[src/rtl/axi_master_pkg.sv]
// Shared definitions for the AXI burst master: widths, burst codes, FSM states,
// the registered command and the AXI master/slave signal bundles.
package axi_master_pkg;

  localparam int ID_W_WIDTH = 4;
  localparam int ADDR_WIDTH = 4;
  localparam int DATA_WIDTH = 32;
  localparam int BYTE_WIDTH = 8;
  localparam int STRB_W     = DATA_WIDTH / BYTE_WIDTH;

  // AxSIZE encodes bytes per beat as log2, so a full-width beat is log2(STRB_W).
  localparam logic [2:0] AXI_SIZE = 3'($clog2(STRB_W));

  localparam logic [1:0] BURST_FIXED = 2'b00;
  localparam logic [1:0] BURST_INCR  = 2'b01;
  localparam logic [1:0] BURST_WRAP  = 2'b10;

  typedef enum logic [2:0] {
    IDLE,
    AW,
    W,
    B,
    AR,
    R,
    DONE
  } state_e;

  typedef struct packed {
    logic                  write;
    logic [ID_W_WIDTH-1:0] id;
    logic [ADDR_WIDTH-1:0] addr;
    logic [7:0]            len;
    logic [1:0]            burst;
    logic [DATA_WIDTH-1:0] seed;
  } cmd_t;

  typedef struct packed {
    logic                  aw_valid;
    logic [ID_W_WIDTH-1:0] aw_id;
    logic [ADDR_WIDTH-1:0] aw_addr;
    logic [7:0]            aw_len;
    logic [2:0]            aw_size;
    logic [1:0]            aw_burst;
    logic                  w_valid;
    logic [DATA_WIDTH-1:0] w_data;
    logic [STRB_W-1:0]     w_strb;
    logic                  w_last;
    logic                  b_ready;
    logic                  ar_valid;
    logic [ID_W_WIDTH-1:0] ar_id;
    logic [ADDR_WIDTH-1:0] ar_addr;
    logic [7:0]            ar_len;
    logic [2:0]            ar_size;
    logic [1:0]            ar_burst;
    logic                  r_ready;
  } axi_mosi_t;

  typedef struct packed {
    logic                  aw_ready;
    logic                  w_ready;
    logic                  b_valid;
    logic [ID_W_WIDTH-1:0] b_id;
    logic                  ar_ready;
    logic                  r_valid;
    logic [ID_W_WIDTH-1:0] r_id;
    logic [DATA_WIDTH-1:0] r_data;
    logic                  r_last;
  } axi_miso_t;

  // Beat payload: the seed advanced by the beat index, wrapping at the data width.
  function automatic logic [DATA_WIDTH-1:0] pattern_word(input logic [DATA_WIDTH-1:0] seed,
                                                         input logic [7:0]            beat);
    return seed + DATA_WIDTH'(beat);
  endfunction

endpackage

[src/rtl/axi_pattern_gen.sv]
// Pattern source for write beats and checker for read beats; keeps a saturating
// mismatch count that is cleared when a new command is accepted.
module axi_pattern_gen
  import axi_master_pkg::*;
(
  input  logic                  clk_i,
  input  logic                  rst_n_i,
  input  logic [DATA_WIDTH-1:0] seed_i,
  input  logic [7:0]            beat_i,
  input  logic                  clear_i,
  input  logic                  check_i,
  input  logic [DATA_WIDTH-1:0] data_i,
  output logic [DATA_WIDTH-1:0] pattern_o,
  output logic [7:0]            err_cnt_o
);

  logic [7:0] err_cnt_q;
  logic       mismatch;

  assign pattern_o = pattern_word(seed_i, beat_i);
  assign mismatch  = check_i && (data_i != pattern_o);
  assign err_cnt_o = err_cnt_q;

  // NOTE: sequential state is written with non-blocking assignments so every flop samples pre-edge values.
  always_ff @(posedge clk_i or negedge rst_n_i) begin
    if (!rst_n_i) begin
      err_cnt_q <= 8'd0;
    end else if (clear_i) begin
      err_cnt_q <= 8'd0;
    end else if (mismatch && (err_cnt_q != 8'hFF)) begin
      err_cnt_q <= err_cnt_q + 8'd1;
    end
  end

endmodule

[src/rtl/axi_burst_master.sv]
// Command-driven AXI4 burst master: issues one write (AW/W/B) or read (AR/R) burst
// per command, generates or checks a seed pattern, and reports a completion status.
module axi_burst_master
  import axi_master_pkg::*;
(
  input  logic                  clk_i,
  input  logic                  rst_n_i,
  input  logic                  cmd_valid_i,
  output logic                  cmd_ready_o,
  input  logic                  cmd_write_i,
  input  logic [ID_W_WIDTH-1:0] cmd_id_i,
  input  logic [ADDR_WIDTH-1:0] cmd_addr_i,
  input  logic [7:0]            cmd_len_i,
  input  logic [1:0]            cmd_burst_i,
  input  logic [DATA_WIDTH-1:0] cmd_seed_i,
  output logic                  done_o,
  output logic                  done_err_o,
  output logic [7:0]            err_cnt_o,
  output axi_mosi_t             out_mosi_o,
  input  axi_miso_t             out_miso_i
);

  state_e                state_q;
  state_e                state_d;
  cmd_t                  cmd_q;
  logic [7:0]            beat_q;
  logic                  err_flag_q;

  logic                  accept;
  logic                  last_beat;
  logic                  w_fire;
  logic                  b_fire;
  logic                  r_beat;
  logic                  r_err;
  logic [DATA_WIDTH-1:0] pattern;

  assign accept    = (state_q == IDLE) && cmd_valid_i;
  assign last_beat = (beat_q == cmd_q.len);
  assign w_fire    = (state_q == W) && out_miso_i.w_ready;
  assign b_fire    = (state_q == B) && out_miso_i.b_valid;
  assign r_beat    = (state_q == R) && out_miso_i.r_valid;
  assign r_err     = (out_miso_i.r_id != cmd_q.id) || (out_miso_i.r_last != last_beat);

  axi_pattern_gen u_pattern (
    .clk_i     (clk_i),
    .rst_n_i   (rst_n_i),
    .seed_i    (cmd_q.seed),
    .beat_i    (beat_q),
    .clear_i   (accept),
    .check_i   (r_beat && !cmd_q.write),
    .data_i    (out_miso_i.r_data),
    .pattern_o (pattern),
    .err_cnt_o (err_cnt_o)
  );

  always_ff @(posedge clk_i or negedge rst_n_i) begin
    if (!rst_n_i) begin
      state_q <= IDLE;
    end else begin
      state_q <= state_d;
    end
  end

  // NOTE: the default assignment at the top keeps this combinational block free of inferred latches.
  always_comb begin
    state_d = state_q;
    unique case (state_q)
      IDLE: if (cmd_valid_i) state_d = cmd_write_i ? AW : AR;
      AW:   if (out_miso_i.aw_ready) state_d = W;
      W:    if (w_fire && last_beat) state_d = B;
      B:    if (b_fire) state_d = DONE;
      AR:   if (out_miso_i.ar_ready) state_d = R;
      R:    if (r_beat && last_beat) state_d = DONE;
      DONE: state_d = IDLE;
      default: state_d = IDLE;
    endcase
  end

  // Command, beat counter and sticky error flag; the beat with beat == len always
  // ends a burst, so an early RLAST only raises the flag.
  always_ff @(posedge clk_i or negedge rst_n_i) begin
    if (!rst_n_i) begin
      cmd_q      <= '0;
      beat_q     <= 8'd0;
      err_flag_q <= 1'b0;
    end else begin
      if (accept) begin
        cmd_q <= '{write: cmd_write_i, id: cmd_id_i, addr: cmd_addr_i,
                   len: cmd_len_i, burst: cmd_burst_i, seed: cmd_seed_i};
        beat_q     <= 8'd0;
        err_flag_q <= 1'b0;
      end
      if (w_fire || r_beat) begin
        beat_q <= beat_q + 8'd1;
      end
      if (b_fire && (out_miso_i.b_id != cmd_q.id)) begin
        err_flag_q <= 1'b1;
      end
      if (r_beat && r_err) begin
        err_flag_q <= 1'b1;
      end
    end
  end

  // Payload fields follow the registered command, which only changes in IDLE,
  // so they are stable for as long as any valid is held.
  always_comb begin
    out_mosi_o          = '0;
    out_mosi_o.aw_id    = cmd_q.id;
    out_mosi_o.aw_addr  = cmd_q.addr;
    out_mosi_o.aw_len   = cmd_q.len;
    out_mosi_o.aw_size  = AXI_SIZE;
    out_mosi_o.aw_burst = cmd_q.burst;
    out_mosi_o.w_data   = pattern;
    out_mosi_o.w_strb   = '1;
    out_mosi_o.w_last   = last_beat;
    out_mosi_o.ar_id    = cmd_q.id;
    out_mosi_o.ar_addr  = cmd_q.addr;
    out_mosi_o.ar_len   = cmd_q.len;
    out_mosi_o.ar_size  = AXI_SIZE;
    out_mosi_o.ar_burst = cmd_q.burst;
    unique case (state_q)
      AW:      out_mosi_o.aw_valid = 1'b1;
      W:       out_mosi_o.w_valid  = 1'b1;
      B:       out_mosi_o.b_ready  = 1'b1;
      AR:      out_mosi_o.ar_valid = 1'b1;
      R:       out_mosi_o.r_ready  = 1'b1;
      default: ;
    endcase
  end

  assign cmd_ready_o = (state_q == IDLE);
  assign done_o      = (state_q == DONE);
  assign done_err_o  = err_flag_q;

endmodule

[config.mk]
export PLATFORM = sky130hd
export DESIGN_NAME = axi_burst_master
export DESIGN_NICKNAME = d
export VERILOG_FILES = /design/src/rtl/axi_master_pkg.sv /design/src/rtl/axi_pattern_gen.sv /design/src/rtl/axi_burst_master.sv
export SDC_FILE = /design/constraint.sdc
export NUM_CORES = 1
export LEC_CHECK = 0
export ABC_AREA = 1
export ABC_CLOCK_PERIOD_IN_PS = 3400
export BUFFER_PORTS_ARGS = -buffer_cell sky130_fd_sc_hd__buf_2
export CAP_MARGIN = 15
export CORE_ASPECT_RATIO = 0.75
export CORE_MARGIN = 8
export CORE_UTILIZATION = 40
export DETAILED_ROUTE_END_ITERATION = 10
export GPL_TIMING_DRIVEN = 0
export PLACE_DENSITY = 0.67
export SLEW_MARGIN = 20
export SYNTH_ARGS = -nofsm -noshare
export SYNTH_HDL_FRONTEND = slang
export SYNTH_SLANG_ARGS = --single-unit
[constraint.sdc]
create_clock -name clk_i -period 3.4 [get_ports clk_i]
set_input_delay 0.34 -clock clk_i [delete_from_list [all_inputs] [get_ports clk_i]]
set_output_delay 0.34 -clock clk_i [all_outputs]
set_load 0.005 [all_outputs]
== Yosys cells after proc, flatten, opt, wreduce, memory -nomap -nowiden ==
Cells that the tools add are included.

* Mux-type cells: 20
* Equal/unequal tests: 18
* Reductions and logical operators: 19
* Add/sub/neg operators: 3

{| class="wikitable"
|+ Operators with widths
! kind !! count
|-
| 32-bit by 8-bit adder with 32-bit output || 1
|-
| 8-bit 2-to-1 mux || 4
|-
| 32-bit inequality test || 1
|-
| 3-bit 2-to-1 mux || 7
|-
| 3-bit case mux with 6 select lines || 1
|-
| 8-bit by 1-bit adder with 8-bit output (second input constant) || 2
|-
| 1-bit logical AND || 11
|-
| 3-bit == test (second input constant) || 3
|-
| 8-bit == test || 1
|-
| 1-bit 2-to-1 mux || 8
|-
| 2-bit inequality test (second input constant) || 4
|-
| 4-bit inequality test || 2
|-
| 8-bit inequality test (second input constant) || 1
|-
| 3-bit by 2-bit == test with 1-bit output (second input constant) || 2
|-
| 6-bit AND reduction || 1
|-
| 2-bit by 1-bit inequality test with 1-bit output (second input constant) || 2
|-
| 2-bit nonzero test || 2
|-
| 3-bit by 1-bit == test with 1-bit output (second input constant) || 1
|-
| 3-bit zero test || 1
|-
| 3-bit nonzero test || 1
|-
| 1-bit logical OR || 2
|-
| 1-bit zero test || 1
|-
| 1-bit inequality test || 1
|}

* Output and inout bits: 95
* Logic and storage cells: 70
* Flip-flop bits (word level): 71

== Depth between registers and ports, before layout ==
* Depth in word-level cells: 7
* Gate-level depth with buffers: 19

== Modules after synthesis ==
From an unflattened synthesis, not the netlist that was laid out.

* Cells, all modules: 932
* Area total of the unflattened synthesis: 6018.3 um^2

{| class="wikitable"
|+ By module, submodules not included
! module !! cells an instance !! times used !! area an instance (um^2)
|-
| axi_burst_master || 412 || 1 || 3305.7
|-
| axi_pattern_gen || 520 || 1 || 2712.6
|}

== Worst setup path before layout ==
No wires, ideal clock.

* Path type: register to register
* Start point: reg beat_q[0]
* End point: reg u_pattern.err_cnt_q[2], in the netlist u_pattern.err_cnt_o[2]
* Setup slack: 935 ps
* Arrival: 2398 ps
* Library setup time: 67 ps
* Required time: 3333 ps
* Period minus slack after synthesis: 2465 ps
* Cell stages (with the launch flop): 18
* Path through: dfrtp_1 > ha_1 > fa_1 > nand3_1 > nand3_1 > nand3_1 > nand2_2 > nand3_1 > nand2_1 > nand2_1 > nand2_1 > nor2_1 > nand2_1 > nor2_2 > nand3_4 > nand2_4 > nand3_1 > nand2_1

{| class="wikitable"
|+ RTL lines
! element !! RTL line !! text
|-
| start: declaration || axi_burst_master.sv:26 || <nowiki>logic [7:0] beat_q;</nowiki>
|-
| start signal: assignment || axi_burst_master.sv:94 || <nowiki>beat_q <= beat_q + 8'd1;</nowiki>
|-
| end signal: assignment || axi_pattern_gen.sv:31 || <nowiki>err_cnt_q <= err_cnt_q + 8'd1;</nowiki>
|-
| end: declaration || axi_pattern_gen.sv:17 || <nowiki>logic [7:0] err_cnt_q;</nowiki>
|}

== Final worst setup path ==
* Start point: reg beat_q[0]
* End point: reg u_pattern.err_cnt_q[1], in the netlist u_pattern.err_cnt_o[1]

* Cells in the longest elaborated chain, start to end: 5

{| class="wikitable"
|+ RTL lines
! element !! RTL line !! text
|-
| 32-bit by 8-bit adder with 32-bit output || axi_master_pkg.sv:73 || <nowiki>return seed + DATA_WIDTH'(beat);</nowiki>
|-
| 32-bit inequality test || axi_pattern_gen.sv:21 || <nowiki>assign mismatch = check_i && (data_i != pattern_o);</nowiki>
|-
| 1-bit logical AND || axi_pattern_gen.sv:21 ||
|-
| 1-bit logical AND || axi_pattern_gen.sv:30 || <nowiki>end else if (mismatch && (err_cnt_q != 8'hFF)) begin</nowiki>
|-
| 2-bit nonzero test (no line) || n/a ||
|}

Every way passes these cells.
A chain may end at the register's enable or synchronous reset.

==> flow_summary.toml <==
[global_routing]
antenna_found_initial = 2
overflow = 0
grt_pass1_wl_um = 29100
grt_max_degree = 43
grt_usage = 0.197
grt_pass1_vias = 5619

[detailed_routing]
antenna_left = 0
vias_per_cell = 4.71
drt-pass1-iter-count = 5
vias = 5913
drt_iter0_drc = 380
finalWirelength_um = 17900
wl_per_cell_um = 14.2
drc_errors = 0

[floorplanning]
core_area_um2 = 13700
num_rows = 37
die_area_um2 = 18200
die_w_um = 153
start_util = 0.410
die_h_um = 119
ioPinCount = 195

[timing]
rsz0062_at_grt = "false"
relSlewSlack = 0.519
finalSetupViolCount = 0
worstMarginPinSlew_ps = 714
drv_slew = 0
fmax_mhz = 323
hold_violations = 0
fin_skew_ps = 4.01
setup_tns_ps = 0
period_needed_ps = 3100
period_share = 0.911

[placed_design]
port_buffers = 184
dp_hpwl_um = 14600
placedCellCount = 1238
place.gp.congestion = 0.898

[logic_synthesis]
synth.avg_cell_area_um2 = 6.47
synth_flop_cell = "dfrtp_1"
syn_area_um2 = 5630
synth_warnings = 0
seq_area_frac_synth = 0.315
netlist_instances = 870
ys_ff_latch = 71
synthArstFlopShare = 1.00
synth-edff-count = 0
ys_types = 39

[critical_path]
cpMaxStageDelayCell = "dfrtp_1"
worstSetupEndpointType = "register"
path_cells = "ha_1, fa_1, nand3_1, nand3_1, nand2_1, nand3_1, nand2_1, nand3b_1, nand2_1, nand3_1, nor2_1, nand2_1, nor2_2, nand3_4, nand2_4, nand3_1, nand2_1"
cp_slowest_stage_delay_ps = 460
path_class = "register to register"
required_ps = 3680
startpoint_type = "register"
crit_path_max_fanout = 9
critPathArrivalTime_ps = 3370

[layout]
fin_cells = 1255
fin_nets = 1186
diodes = 0
layout_common_cells = "nand2_1, buf_2, nand3_1"
final_common_cell = "nand2_1"
syn_to_final_growth_pct = 26.9
drive_gt1_frac = 0.266
final_util = 0.520

[pwr]
p_leak_nw = 4.11
finalPower_mw = 5.49
peakVddDrop_uv = 407
powerDensity_nw_per_um2 = 769

[min_path]
hold_class = "input port to register"

[clock_tree]
cts_buffers = 9
htreeDepth = 3
cts_tree = "done"
cts_max_path_buffers = 2
root_buffer = "clkbuf_16"
clk_latency_ps = 340
cts.sinks = 71
clkSlewWorstSetupHoldPaths_ps = 70

[run]
maxCapViolCount = 0

[status]
status = "finished clean"
## worst paths after layout
| kind | cells past startpoint | start | slack (ps) | endpoint |
|---|---|---|---|---|
| hold reg to reg | 2 | cmd_q[7] | 490 | cmd_q[7] |
| max in group asynchronous | 3 | rst_n_i | 2350 | cmd_q[16] |
| min in group asynchronous | 2 | rst_n_i | 480 | state_q[2] |
| setup reg to reg | 17 | beat_q[0] | 300 | u_pattern.err_cnt_o[1] |
| hold / removal | 3 | cmd_addr_i[2] | 190 | out_mosi_o[16] |
| setup / recovery | 17 | beat_q[0] | 300 | u_pattern.err_cnt_o[1] |
## synthesized netlist by cell type (2+ instances only)
cell type  count  area (um^2)
or2_2          8         50.1
conb_1         2         7.51
or2_1          2         12.5
nor3_1        12         60.1
ha_1          10          125
a221oi_1       3         26.3
nand3b_1       9         67.6
a21oi_1        9         45.0
buf_4         47          353
nor4_1         2         12.5
nand3_2        3         30.0
inv_2          2         7.51
inv_1        100          375
nor2_2         9         56.3
nand2_1      327         1230
clkbuf_1      11         41.3
o21ai_0       29          145
dfrtp_1       71         1780
nand2_2        8         50.1
xnor2_1        9         78.8
nand3_1      101          505
nor2_1        51          191
nand4_1        8         50.1
o32ai_1        3         26.3
buf_2          2         10.0
xor2_1        19          166
## cell families (layout without fill, tap and decap cells)
family / after synthesis / count (layout) / share of synthesized area
and+or+nand+nor: 546 / 546 / 0.423
AOI/OAI and AO/OA: 50 / 50 / 0.0511
buffers and inverters: 162 / 364 / 0.140
DFF: 71 / 71 / 0.315
adders and majority gates: 11 / 11 / 0.0258
xor gates and xnor gates: 28 / 28 / 0.0435
other: 2 / 10 / 0.00133
## worst max-delay path: cells and delay by family, from the launching register on
kind                       cells  cell delay [ps]
and+or+nand+nor               15             1830
DFF                            1              460
adders and majority gates      2              710
## per-layer routing
layer,wire (um),GRT usage,up-vias,part of all wire
met5,27,0,-,0.0015
met1,8860,0.280,2616,0.50
met3,1470,0.0608,14,0.082
met4,119,0.0339,4,0.0067
met2,7390,0.292,184,0.41
li1,-,-,3095,-
## through the flow
step                cell area [um^2]  hold slack [ps]  worst slack [ps]
finish                          7150              187               304
floorplan                       5660             44.4               935
global placement                6800              476               353
global route                    7150              188              3.87
CTS                             7150              178               330
detailed placement              6830              315               354
## timing repair
action,4_1_cts,5_1_grt
setup buffers,0,0
endpoints found under the hold margin,29,0
hold buffers,1,0
gates resized for setup,0,1
setup endpoints to repair,0,1
## cell type report
type                    instances  area, um^2
plain buffers                  60         404
flip-flops and latches         71        1780
fillers                      1427        6600
clock inverters                 7        78.8
well taps                     175         219
multi-input cells             645        3100
clock buffers                   9         225
repair buffers                186         961
inverters                     102         383
## flip-flops by register name (all words and copies together), names as in the netlist
register and cells:
beat_q 8, cmd_q 33, done_err_o 1, out_mosi_o 18, state_q 3, u_pattern.err_cnt_o 8
## power breakdown
part	leakage (nW)	internal (mW)	switching, mW
Clock	0.139	0.576	0.418
Combinational	3.07	1.28	1.58
Sequential	0.901	1.20	0.445
Total	4.11	3.05	2.44
Note: power is estimated with default switching activity, not from simulation.
